## src/rtl/serial_rb_writer_if.sv

```systemverilog
// Serial loader bus: frame input (sen/sd) plus register-bank write port and status.
// Latency: n/a (signal bundle only).
// Backpressure: none; the serial stream is qualified only by sen.
//
// Signals:
//   sen       frame enable, active-low, one bit per cycle while low
//   sd        serial data, MSB-first
//   rb_rw     bank read/write, 0 = one-cycle write strobe
//   rb_a      bank write address
//   rb_d      bank write data
//   done      sticky, every bank address written at least once
//   frame_err one-cycle pulse on an aborted or bad frame
// Modports: master drives the serial line, slave is the loader.
interface serial_rb_writer_if #(
  parameter int ADDR_W = 3,
  parameter int DATA_W = 18
);
  logic              sen;
  logic              sd;
  logic              rb_rw;
  logic [ADDR_W-1:0] rb_a;
  logic [DATA_W-1:0] rb_d;
  logic              done;
  logic              frame_err;

  modport master (
    output sen, sd,
    input  rb_rw, rb_a, rb_d, done, frame_err
  );

  modport slave (
    input  sen, sd,
    output rb_rw, rb_a, rb_d, done, frame_err
  );
endinterface

```

## src/rtl/serial_rb_writer.sv

```systemverilog
// Deserialises address/data frames from sd (qualified by sen low) into a 2^ADDR_W register-bank write port.
// Latency: rb_rw strobes low for one cycle right after the edge that samples the last frame bit.
// Backpressure: none; sen high mid-frame aborts the frame and pulses frame_err.
//
// Ports:
//   clk  rising-edge clock
//   rst  asynchronous, active-high reset
//   bus  serial_rb_writer_if.slave (sen, sd in; rb_rw, rb_a, rb_d, done, frame_err out)
// Optional feature: define SERIAL_RB_PARITY_EN to require a trailing even-parity bit per frame.
module serial_rb_writer #(
  parameter int ADDR_W = 3,
  parameter int DATA_W = 18
) (
  input  logic               clk,
  input  logic               rst,
  serial_rb_writer_if.slave  bus
);

  localparam int DEPTH = 1 << ADDR_W;
  localparam int MAXW  = (ADDR_W > DATA_W) ? ADDR_W : DATA_W;
  localparam int CW    = $clog2(MAXW);

  typedef enum logic [2:0] {
    S_IDLE = 3'd0,
    S_ADDR = 3'd1,
    S_DATA = 3'd2,
`ifdef SERIAL_RB_PARITY_EN
    S_PAR  = 3'd3,
`endif
    S_DONE = 3'd4
  } state_t;

  state_t            state_q, state_d;
  logic [CW-1:0]     cnt_q;
  logic [ADDR_W-1:0] sh_a_q;
  logic [DATA_W-1:0] sh_d_q;
  logic [DEPTH-1:0]  bitmap_q;
`ifdef SERIAL_RB_PARITY_EN
  logic              par_q;
`endif

  logic              all_written;
  logic              last_addr;
  logic              last_data;
  logic              start;
  logic              shift_a;
  logic              shift_d;
  logic              cnt_inc;
  logic              commit;
  logic              err;
  logic [DATA_W-1:0] commit_d;

  assign all_written = &bitmap_q;
  assign last_addr   = (cnt_q == CW'(ADDR_W - 1));
  assign last_data   = (cnt_q == CW'(DATA_W - 1));

  // State register
  always_ff @(posedge clk or posedge rst) begin
    if (rst) state_q <= S_IDLE;
    else     state_q <= state_d;
  end

  // Next-state logic
  always_comb begin
    state_d = state_q;
    case (state_q)
      // Completion is only ever seen here, on the edge right after the final commit;
      // a bit sampled on that edge is dropped.
      S_IDLE: if (all_written) state_d = S_DONE;
              else if (!bus.sen) state_d = S_ADDR;
      S_ADDR: if (bus.sen) state_d = S_IDLE;
              else if (last_addr) state_d = S_DATA;
`ifdef SERIAL_RB_PARITY_EN
      S_DATA: if (bus.sen) state_d = S_IDLE;
              else if (last_data) state_d = S_PAR;
      S_PAR:  state_d = S_IDLE;
`else
      S_DATA: if (bus.sen || last_data) state_d = S_IDLE;
`endif
      S_DONE: state_d = S_DONE;
      default: state_d = S_IDLE;
    endcase
  end

  // Output / datapath control decode
  always_comb begin
    start   = 1'b0;
    shift_a = 1'b0;
    shift_d = 1'b0;
    cnt_inc = 1'b0;
    commit  = 1'b0;
    err     = 1'b0;
    case (state_q)
      S_IDLE: if (!all_written && !bus.sen) begin
                start   = 1'b1;
                shift_a = 1'b1;
                cnt_inc = 1'b1;
              end
      S_ADDR: if (bus.sen) err = 1'b1;
              else begin
                shift_a = 1'b1;
                cnt_inc = !last_addr;
              end
      S_DATA: if (bus.sen) err = 1'b1;
              else begin
                shift_d = 1'b1;
                cnt_inc = !last_data;
`ifndef SERIAL_RB_PARITY_EN
                commit  = last_data;
`endif
              end
`ifdef SERIAL_RB_PARITY_EN
      // Even parity: XOR over every frame bit including the parity bit must be 0.
      S_PAR:  if (bus.sen || (par_q ^ bus.sd)) err = 1'b1;
              else commit = 1'b1;
`endif
      default: ;
    endcase
  end

  // Without parity the commit edge also samples the last data bit, so it is merged in here.
`ifdef SERIAL_RB_PARITY_EN
  assign commit_d = sh_d_q;
`else
  assign commit_d = {sh_d_q[DATA_W-2:0], bus.sd};
`endif

  // Datapath: shadow shift registers, bit counter, bank outputs and written bitmap.
  // The shadows need no clear on abort: every frame shifts them full again.
  always_ff @(posedge clk or posedge rst) begin
    if (rst) begin
      cnt_q         <= '0;
      sh_a_q        <= '0;
      sh_d_q        <= '0;
      bitmap_q      <= '0;
      bus.rb_rw     <= 1'b1;
      bus.rb_a      <= '0;
      bus.rb_d      <= '0;
      bus.frame_err <= 1'b0;
`ifdef SERIAL_RB_PARITY_EN
      par_q         <= 1'b0;
`endif
    end else begin
      if (shift_a) sh_a_q <= {sh_a_q[ADDR_W-2:0], bus.sd};
      if (shift_d) sh_d_q <= {sh_d_q[DATA_W-2:0], bus.sd};
      cnt_q         <= cnt_inc ? cnt_q + CW'(1) : '0;
      bus.rb_rw     <= ~commit;
      bus.frame_err <= err;
      if (commit) begin
        bus.rb_a         <= sh_a_q;
        bus.rb_d         <= commit_d;
        bitmap_q[sh_a_q] <= 1'b1;
      end
`ifdef SERIAL_RB_PARITY_EN
      if (start)                   par_q <= bus.sd;
      else if (shift_a || shift_d) par_q <= par_q ^ bus.sd;
`endif
    end
  end

  assign bus.done = (state_q == S_DONE);

endmodule

```

## src/flat_wrapper.sv

```systemverilog
// flat-port wrapper written by rule: the top's interface ports become plain ports
module serial_rb_writer_flat 
#(
  parameter int ADDR_W = 3,
  parameter int DATA_W = 18
)
  (clk, rst, bus_sen, bus_sd, bus_rb_rw, bus_rb_a, bus_rb_d, bus_done, bus_frame_err);
  serial_rb_writer_if #(.ADDR_W(ADDR_W), .DATA_W(DATA_W)) bus_i ();
  input  logic clk;
  input  logic rst;
  input wire logic [$bits(bus_i.sen)-1:0] bus_sen;
  input wire logic [$bits(bus_i.sd)-1:0] bus_sd;
  output wire logic [$bits(bus_i.rb_rw)-1:0] bus_rb_rw;
  output wire logic [$bits(bus_i.rb_a)-1:0] bus_rb_a;
  output wire logic [$bits(bus_i.rb_d)-1:0] bus_rb_d;
  output wire logic [$bits(bus_i.done)-1:0] bus_done;
  output wire logic [$bits(bus_i.frame_err)-1:0] bus_frame_err;
  assign bus_i.sen = bus_sen;
  assign bus_i.sd = bus_sd;
  assign bus_rb_rw = bus_i.rb_rw;
  assign bus_rb_a = bus_i.rb_a;
  assign bus_rb_d = bus_i.rb_d;
  assign bus_done = bus_i.done;
  assign bus_frame_err = bus_i.frame_err;
  serial_rb_writer #(.ADDR_W(ADDR_W), .DATA_W(DATA_W)) u_core (.clk(clk), .rst(rst), .bus(bus_i));
endmodule
```

## config.mk

```make
export PLATFORM = sky130hd
export DESIGN_NAME = serial_rb_writer_flat
export DESIGN_NICKNAME = d
export VERILOG_FILES = /design/src/rtl/serial_rb_writer_if.sv /design/src/rtl/serial_rb_writer.sv /design/src/flat_wrapper.sv
export SDC_FILE = /design/constraint.sdc
export NUM_CORES = 1
export LEC_CHECK = 0
export ABC_CLOCK_PERIOD_IN_PS = 1900
export CORE_ASPECT_RATIO = 0.8
export CORE_MARGIN = 1
export CORE_UTILIZATION = 31
export DETAILED_ROUTE_END_ITERATION = 12
export PLACE_DENSITY = 0.53
export REMOVE_ABC_BUFFERS = 1
export SKIP_LAST_GASP = 1
export SYNTH_ARGS = -nofsm -noshare
export SYNTH_HDL_FRONTEND = slang
export SYNTH_SLANG_ARGS = --single-unit
```

## constraint.sdc

```tcl
create_clock -name clk -period 1.9 [get_ports clk]
set_input_delay 0.19 -clock clk [delete_from_list [all_inputs] [get_ports clk]]
set_output_delay 0.19 -clock clk [all_outputs]
set_load 0.005 [all_outputs]
```

==> results of run 1 <==
==> through the flow <==
step                power [mW]  hold slack, ns  setup WS (ns)
finish                    2.64           0.243          0.358
global route              2.77           0.263          0.239
CTS                       2.68           0.238         0.0295
detailed placement        1.58           0.444          0.164
global placement          1.58           0.451          0.197
floorplan                 1.51           0.295         -0.649
==> how the worst min path moves through the flow <==
stage                                         from                               to  slack [ns]  cells after the start
detailed placement  u_core.bitmap_q[4]$_DFFE_PP0P_   u_core.bitmap_q[4]$_DFFE_PP0P_        0.44                      1
global placement    u_core.bitmap_q[2]$_DFFE_PP0P_   u_core.bitmap_q[2]$_DFFE_PP0P_        0.45                      1
finish                                         rst  u_core.bus.rb_d[15]$_DFFE_PP0P_        0.24                      3
global route                                   rst   u_core.bus.rb_a[1]$_DFFE_PP0P_        0.26                      3
floorplan                                   bus_sd   u_core.bus.rb_d[0]$_DFFE_PP0P_        0.30                      2
CTS                                            rst   u_core.bus.rb_a[1]$_DFFE_PP0P_        0.24                      3
==> cell usage in the layout, fill, tap and decap left out, drive strengths merged, types with 2 or more instances in the layout <==
master,synthesis,final
nor2b,2,2
dfrtp,58,58
nand3,4,4
nor3b,2,2
nor3,2,2
nor2,11,11
ha,3,3
xnor2,3,3
clkdlybuf4s50,0,26
buf,8,5
a31o,4,4
a21o,3,3
inv,5,5
clkbuf,1,15
nand2,64,64
a41o,2,2
mux2,20,20
nand4,2,2
==> final cells by class <==
| class | instances | area, µm² | share of cell area |
|---|---|---|---|
| Multi-Input combinational cell | 129 | 796 | 0.270 |
| Timing Repair Buffer | 32 | 323 | 0.110 |
| Clock inverter | 1 | 7.51 | 0.00255 |
| Tap cell | 105 | 131 | 0.0446 |
| Clock buffer | 15 | 186 | 0.0633 |
| Sequential cell | 59 | 1480 | 0.502 |
| Inverter | 5 | 21.3 | 0.00722 |
==> cell usage after synthesis (2+ instances only) <==
master | n | area, µm²
a21o_1 | 3 | 22.5
nor3_1 | 2 | 10.0
xnor2_1 | 3 | 26.3
mux2_2 | 20 | 225
a31o_2 | 3 | 26.3
a41o_1 | 2 | 20.0
buf_4 | 5 | 37.5
nor2b_1 | 2 | 12.5
nand4_1 | 2 | 12.5
ha_1 | 3 | 37.5
buf_6 | 3 | 33.8
inv_1 | 4 | 15.0
nand3_1 | 4 | 20.0
nor2_1 | 10 | 37.5
nand2_1 | 64 | 240
dfrtp_1 | 58 | 1450
nor3b_1 | 2 | 15.0
==> power breakdown <==
| group | internal (mW) | leakage (nW) | switching (mW) |
|---|---|---|---|
| sequential | 1.31 | 0.806 | 0.0696 |
| combinational | 0.0875 | 0.573 | 0.0883 |
| clock | 0.618 | 0.0960 | 0.465 |
==> worst register-to-register path, delay by kind of cell, from the launching register on <==
kind / cells / cell delay, ns
AOI/OAI and AO/OA: 2 / 0.64
DFF: 1 / 0.42
and+or+nand+nor: 2 / 0.36
==> kinds of logic after synthesis <==
group / after synthesis
AND/OR/NAND/NOR: 91
flip-flops: 59
multiplexers: 20
buffers and inverters: 14
AO/OA/AOI/OAI: 11
XOR/XNOR: 4
adder cells (fa/ha/maj): 3
==> flip-flops by register name, summed over array words and instances (netlist names) <==
register              count
u_core.bitmap_q           8
u_core.bus.frame_err      1
u_core.bus.rb_a           3
u_core.bus.rb_d          18
u_core.bus.rb_rw          1
u_core.cnt_q              5
u_core.sh_a_q             3
u_core.sh_d_q            17
u_core.state_q            3
==> routing by layer <==
layer  global-route usage  up-vias  share of wire
met3               0.0566        8          0.055
met2                0.161       26           0.40
met5                    0        -              0
met1                0.150      705           0.52
met4               0.0426        0          0.017
li1                     -      734              -
==> impl_metrics.tcl, run 1 <==
set metrics [dict create \
    hp-class "in -> async" \
    startpoint_type "flop" \
    synth_area_um2 2370 \
    worstPathMaxFanout 5 \
    slowest_delay_ns 0.42 \
    cts_buffer_depth 2 \
    grt_max_degree 60 \
    synthMuxAreaShare 0.0950 \
    crit_family "compound AO/OA/AOI/OAI gates" \
    synth-edff-count 0 \
    htree_num_levels 3 \
    worstReg2RegEnd "u_core.cnt_q[2]$_DFF_PP0_" \
    cap_violations 0 \
    setup_viol 0 \
    first_pass_iters 4 \
    p_leak_nw 1.48 \
    reg2reg_slack_ns 0.36 \
    worstPathCellList "nor2_1 -> a41o_1 -> a2bb2oi_1 -> nor2_1" \
    drc 0 \
    antenna_found_initial 0 \
    status "finished clean" \
    dieArea_um2 8000 \
    pin_count 28 \
    grt.total_usage 0.115 \
    start_util 0.321 \
    tns_ns 0 \
    synth_compound_area_frac 0.0396 \
    cts_tree "yes" \
    vias 1473 \
    rsz0062_at_grt "false" \
    synth_async_sr_flop_share 1.00 \
    crit_path_start "u_core.cnt_q[2]$_DFF_PP0_" \
    fp.dieH_um 80.2 \
    drt_wl_total_um 4050 \
    synth_flop_cell "dfrtp_1" \
    cts-root-buf "clkbuf_8" \
    ir_worst_vdd_mv 0.377 \
    maxSlewHeadroom 0.705 \
    cts_resized 0 \
    clk_pin_slew_ns 0.06 \
    gp_congestion 0.756 \
    worst-path-buf-inv 0 \
    die_x_um 99.8 \
    drtAntennaViolNets 0 \
    cp_common_cell "nor2_1" \
    rows 28 \
    hold_buffers 0 \
    fill_cells 703 \
    powerDensity_nw_per_um2 896 \
    fmax_mhz 648 \
    final_util 0.398 \
    areaGrowthSynthToFinish_pct 24.2 \
    numCtsBuffers 9 \
    tightestPinTransition_ns 0.441 \
    postSynthCellCount 202 \
    drt-initial-drc-count 56 \
    crit_arrival_ns 1.74 \
    layoutNonFillerInstCount 346 \
    place_area_um2 2750 \
    cp.depth 4 \
    layout.nets 243 \
    routedWlPerCell_um 11.7 \
    skew_ns 0.0122 \
    ys_types 29 \
    ys_seq_area_frac 0.624 \
    synth-xor-area-share 0.0148 \
    synthAdderAreaFrac 0.0158 \
    worstSetupPathType "reg -> reg" \
    dp_hpwl_um 2580 \
    r2r.worst_path.cells 4 \
    cts_setup_buffers 0 \
    yosys.area_share.simple 0.171 \
    viasPerCell 4.26 \
    coreArea_um2 7390 \
    io_buffers 27 \
    placed_cells 330 \
    cts.sinks 59 \
    grt_first_pass_wirelength_um 6880 \
    antenna_cells 0 \
    yosys_warnings 0 \
    grt_pass1_vias 1461 \
    synth_top_family_by_area "simple AND/OR/NAND/NOR gates" \
    endpoint_kind "flop" \
    overflow 0 \
    finalMaxSlewViolations 0 \
    syn_area_per_cell_um2 11.7 \
    period_minus_slack_ns 1.54 \
    insertion_delay_ns 0.33 \
    synth-seq-cells 59 \
    cpMaxStageDelayCell "dfrtp_1" \
    r2r_start "u_core.cnt_q[2]$_DFF_PP0_" \
    period_share 0.812 \
    crit_end "u_core.cnt_q[2]$_DFF_PP0_" \
    drive_gt1_frac 0.199 \
    required_ns 2.10 \
    fin_area_um2 2940 \
    hold_violations 0 \
]
(Power assumes the default switching activity.)
==> run 2, diff against run 1 <==
--- a/config.mk
+++ b/config.mk
@@ -5,12 +5,12 @@
 export SDC_FILE = /design/constraint.sdc
 export NUM_CORES = 1
 export LEC_CHECK = 0
-export ABC_CLOCK_PERIOD_IN_PS = 1900
+export ABC_CLOCK_PERIOD_IN_PS = 1300
 export CORE_ASPECT_RATIO = 0.8
 export CORE_MARGIN = 1
 export CORE_UTILIZATION = 31
 export DETAILED_ROUTE_END_ITERATION = 12
-export PLACE_DENSITY = 0.53
+export PLACE_DENSITY = 0.55
 export REMOVE_ABC_BUFFERS = 1
 export SKIP_LAST_GASP = 1
 export SYNTH_ARGS = -nofsm -noshare
==> constraint.sdc (replaced) <==
create_clock -name clk -period 1.3 [get_ports clk]
set_input_delay 0.13 -clock clk [delete_from_list [all_inputs] [get_ports clk]]
set_output_delay 0.13 -clock clk [all_outputs]
set_load 0.005 [all_outputs]
==> run 2 against run 1 <==
The flow now finishes with violations (setup timing). Fmax down 5.3%. Cell area up 11%. Count of clock-buffer cells in the layout down 3. Critical path depth up 2. Register-to-register slack worse by 0.69 ns. First-iteration DRC count up 43%. Core utilization up 4.3 points. Die area unchanged. Clock power up 61%. Power up 55%. Global-route usage up 1.3 points. Combinational power up 100%. Largest cell class unchanged.
==> impl_metrics.tcl, run 2 (same netlist as run 1, synthesis figures left out) <==
set metrics [dict create \
    status "finished, violations left" \
    violations "setup timing" \
    skew_ns 0.00601 \
    p_leak_nw 1.76 \
    startpoint_type "flop" \
    mostFrequentLayoutCells "nand2_1, dfrtp_1, buf_4" \
    drt-initial-drc-count 80 \
    io_buffers 27 \
    final_common_cell "nand2_1" \
    grt_first_pass_wirelength_um 7730 \
    start_util 0.321 \
    finalWorstSetupSlack_ns -0.328 \
    drt_wl_total_um 4610 \
    tightestPinTransition_ns 0.317 \
    drtAntennaViolNets 0 \
    worstPathCellList "buf_6 -> nor4b_4 -> and4_4 -> clkinv_8 -> nor2_4 -> a31o_1" \
    r2r_start "u_core.state_q[2]$_DFFE_PP0P_" \
    worstPathMaxFanout 6 \
    regMostFlops "u_core.bus.rb_d" \
    dp_hpwl_um 2710 \
    cpMaxStageDelayCell "dfrtp_1" \
    period_share 1.25 \
    grt_pass1_vias 1647 \
    hold_violations 0 \
    r2r.worst_path.cells 6 \
    cts_buffer_depth 2 \
    numCtsBuffers 9 \
    layout.nets 271 \
    hold_buffers 0 \
    worstSetupPathType "reg -> reg" \
    grt.total_usage 0.127 \
    die_x_um 99.8 \
    rsz0062_at_grt "true" \
    cts.sinks 59 \
    first_pass_iters 4 \
    vias 1638 \
    pin_count 28 \
    largest_reg_flops 18 \
    reg_top3 "u_core.bus.rb_d: 18 flops, u_core.sh_d_q: 17 flops, u_core.bitmap_q: 8 flops" \
    fmax_mhz 614 \
    placed_cells 343 \
    layoutNonFillerInstCount 374 \
    maxSlewHeadroom 0.789 \
    finalMaxSlewViolations 0 \
    fill_cells 713 \
    clk_pin_slew_ns 0.07 \
    period_minus_slack_ns 1.63 \
    slowest_delay_ns 0.40 \
    required_ns 1.56 \
    endpoint_kind "flop" \
    cap_violations 0 \
    coreArea_um2 7390 \
    cts-root-buf "clkbuf_8" \
    final_util 0.441 \
    areaGrowthSynthToFinish_pct 37.7 \
    setup_viol 58 \
    htree_num_levels 3 \
    overflow 0 \
    pre_cts_ws_ns -0.446 \
    worstReg2RegEnd "u_core.bitmap_q[6]$_DFFE_PP0P_" \
    routedWlPerCell_um 12.3 \
    cts_tree "yes" \
    dieArea_um2 8000 \
    antenna_found_initial 0 \
    hold_slack_ns 0.173 \
    multi_input_area_um2 860 \
    rows 28 \
    hp-class "in -> async" \
    drc 0 \
    seq_area_um2 1480 \
    insertion_delay_ns 0.33 \
    crit_arrival_ns 1.89 \
    viasPerCell 4.38 \
    ir_worst_vdd_mv 0.566 \
    powerDensity_nw_per_um2 1260 \
    reg2reg_slack_ns -0.33 \
    grt_max_degree 60 \
    fp.dieH_um 80.2 \
    drive_gt1_frac 0.316 \
    tns_ns -15.16 \
    gp_congestion 0.710 \
    antenna_cells 0 \
]
## run 2: changes by cell type in the layout (fill, tap and decap cells not counted), sizes merged
cell,before,now
clkinv,0,3
clkbuf,15,13
bufinv,0,1
clkdlybuf4s50,26,3
buf,5,31
inv,5,6
dlygate4sd2,0,22
## run 2: final cells by class
type,instances,share of cell area
tap,105,0.0403
sequential,59,0.453
timing repair buffer,58,0.163
clock buffer,12,0.0506
multi-input combinational,129,0.263
inverter,5,0.00959
clock inverter,4,0.0146
timing repair inverter,2,0.00537
## run 2: metal layers
metal  track usage  wire [µm]
met4        0.0353         31
met5             0          0
met1         0.163       2280
met3        0.0531        157
met2         0.197       2140
## run 2: worst max-delay path, delay by kind of cell (launching register included)
kind                   cells  cell delay [ns]
AND/OR/NAND/NOR            3             0.79
flip-flops                 1             0.40
buffers and inverters      2             0.23
AO/OA/AOI/OAI              1             0.15
## run 2: stage by stage
stage / total power [mW] / cell area [µm²]
2_1_floorplan: 2.21 / 2290
3_3_place_gp: 2.36 / 2840
3_5_place_dp: 2.36 / 2840
4_1_cts: 4.15 / 3160
5_1_grt: 4.31 / 3260
6_report: 4.10 / 3260
## run 2: how the worst max path moves through the flow
stage	startpoint	end	slack (ns)	cells after the start
floorplan	u_core.state_q[0]$_DFFE_PP0P_	u_core.bitmap_q[6]$_DFFE_PP0P_	-1.25	5
global placement	bus_sen	u_core.bitmap_q[7]$_DFFE_PP0P_	-0.41	5
detailed placement	bus_sen	u_core.bitmap_q[7]$_DFFE_PP0P_	-0.45	5
CTS	u_core.state_q[0]$_DFFE_PP0P_	u_core.bitmap_q[6]$_DFFE_PP0P_	-0.30	6
global route	u_core.state_q[2]$_DFFE_PP0P_	u_core.bitmap_q[6]$_DFFE_PP0P_	-0.41	6
finish	u_core.state_q[2]$_DFFE_PP0P_	u_core.bitmap_q[6]$_DFFE_PP0P_	-0.33	6
## run 2: repair_timing
| item | CTS | global route |
|---|---|---|
| gates resized for setup | 42 | 17 |
| endpoints found under the setup margin | 78 | 59 |
| pin swaps | 3 | 7 |
| buffers inserted | 8 | 6 |
| gates cloned | 0 | 2 |
## run 2: report_power, final
group,leakage [nW],internal (mW),switching (mW)
combinational,0.841,0.193,0.167
clock,0.108,1.04,0.701
sequential,0.807,1.91,0.0911
total,1.76,3.14,0.958
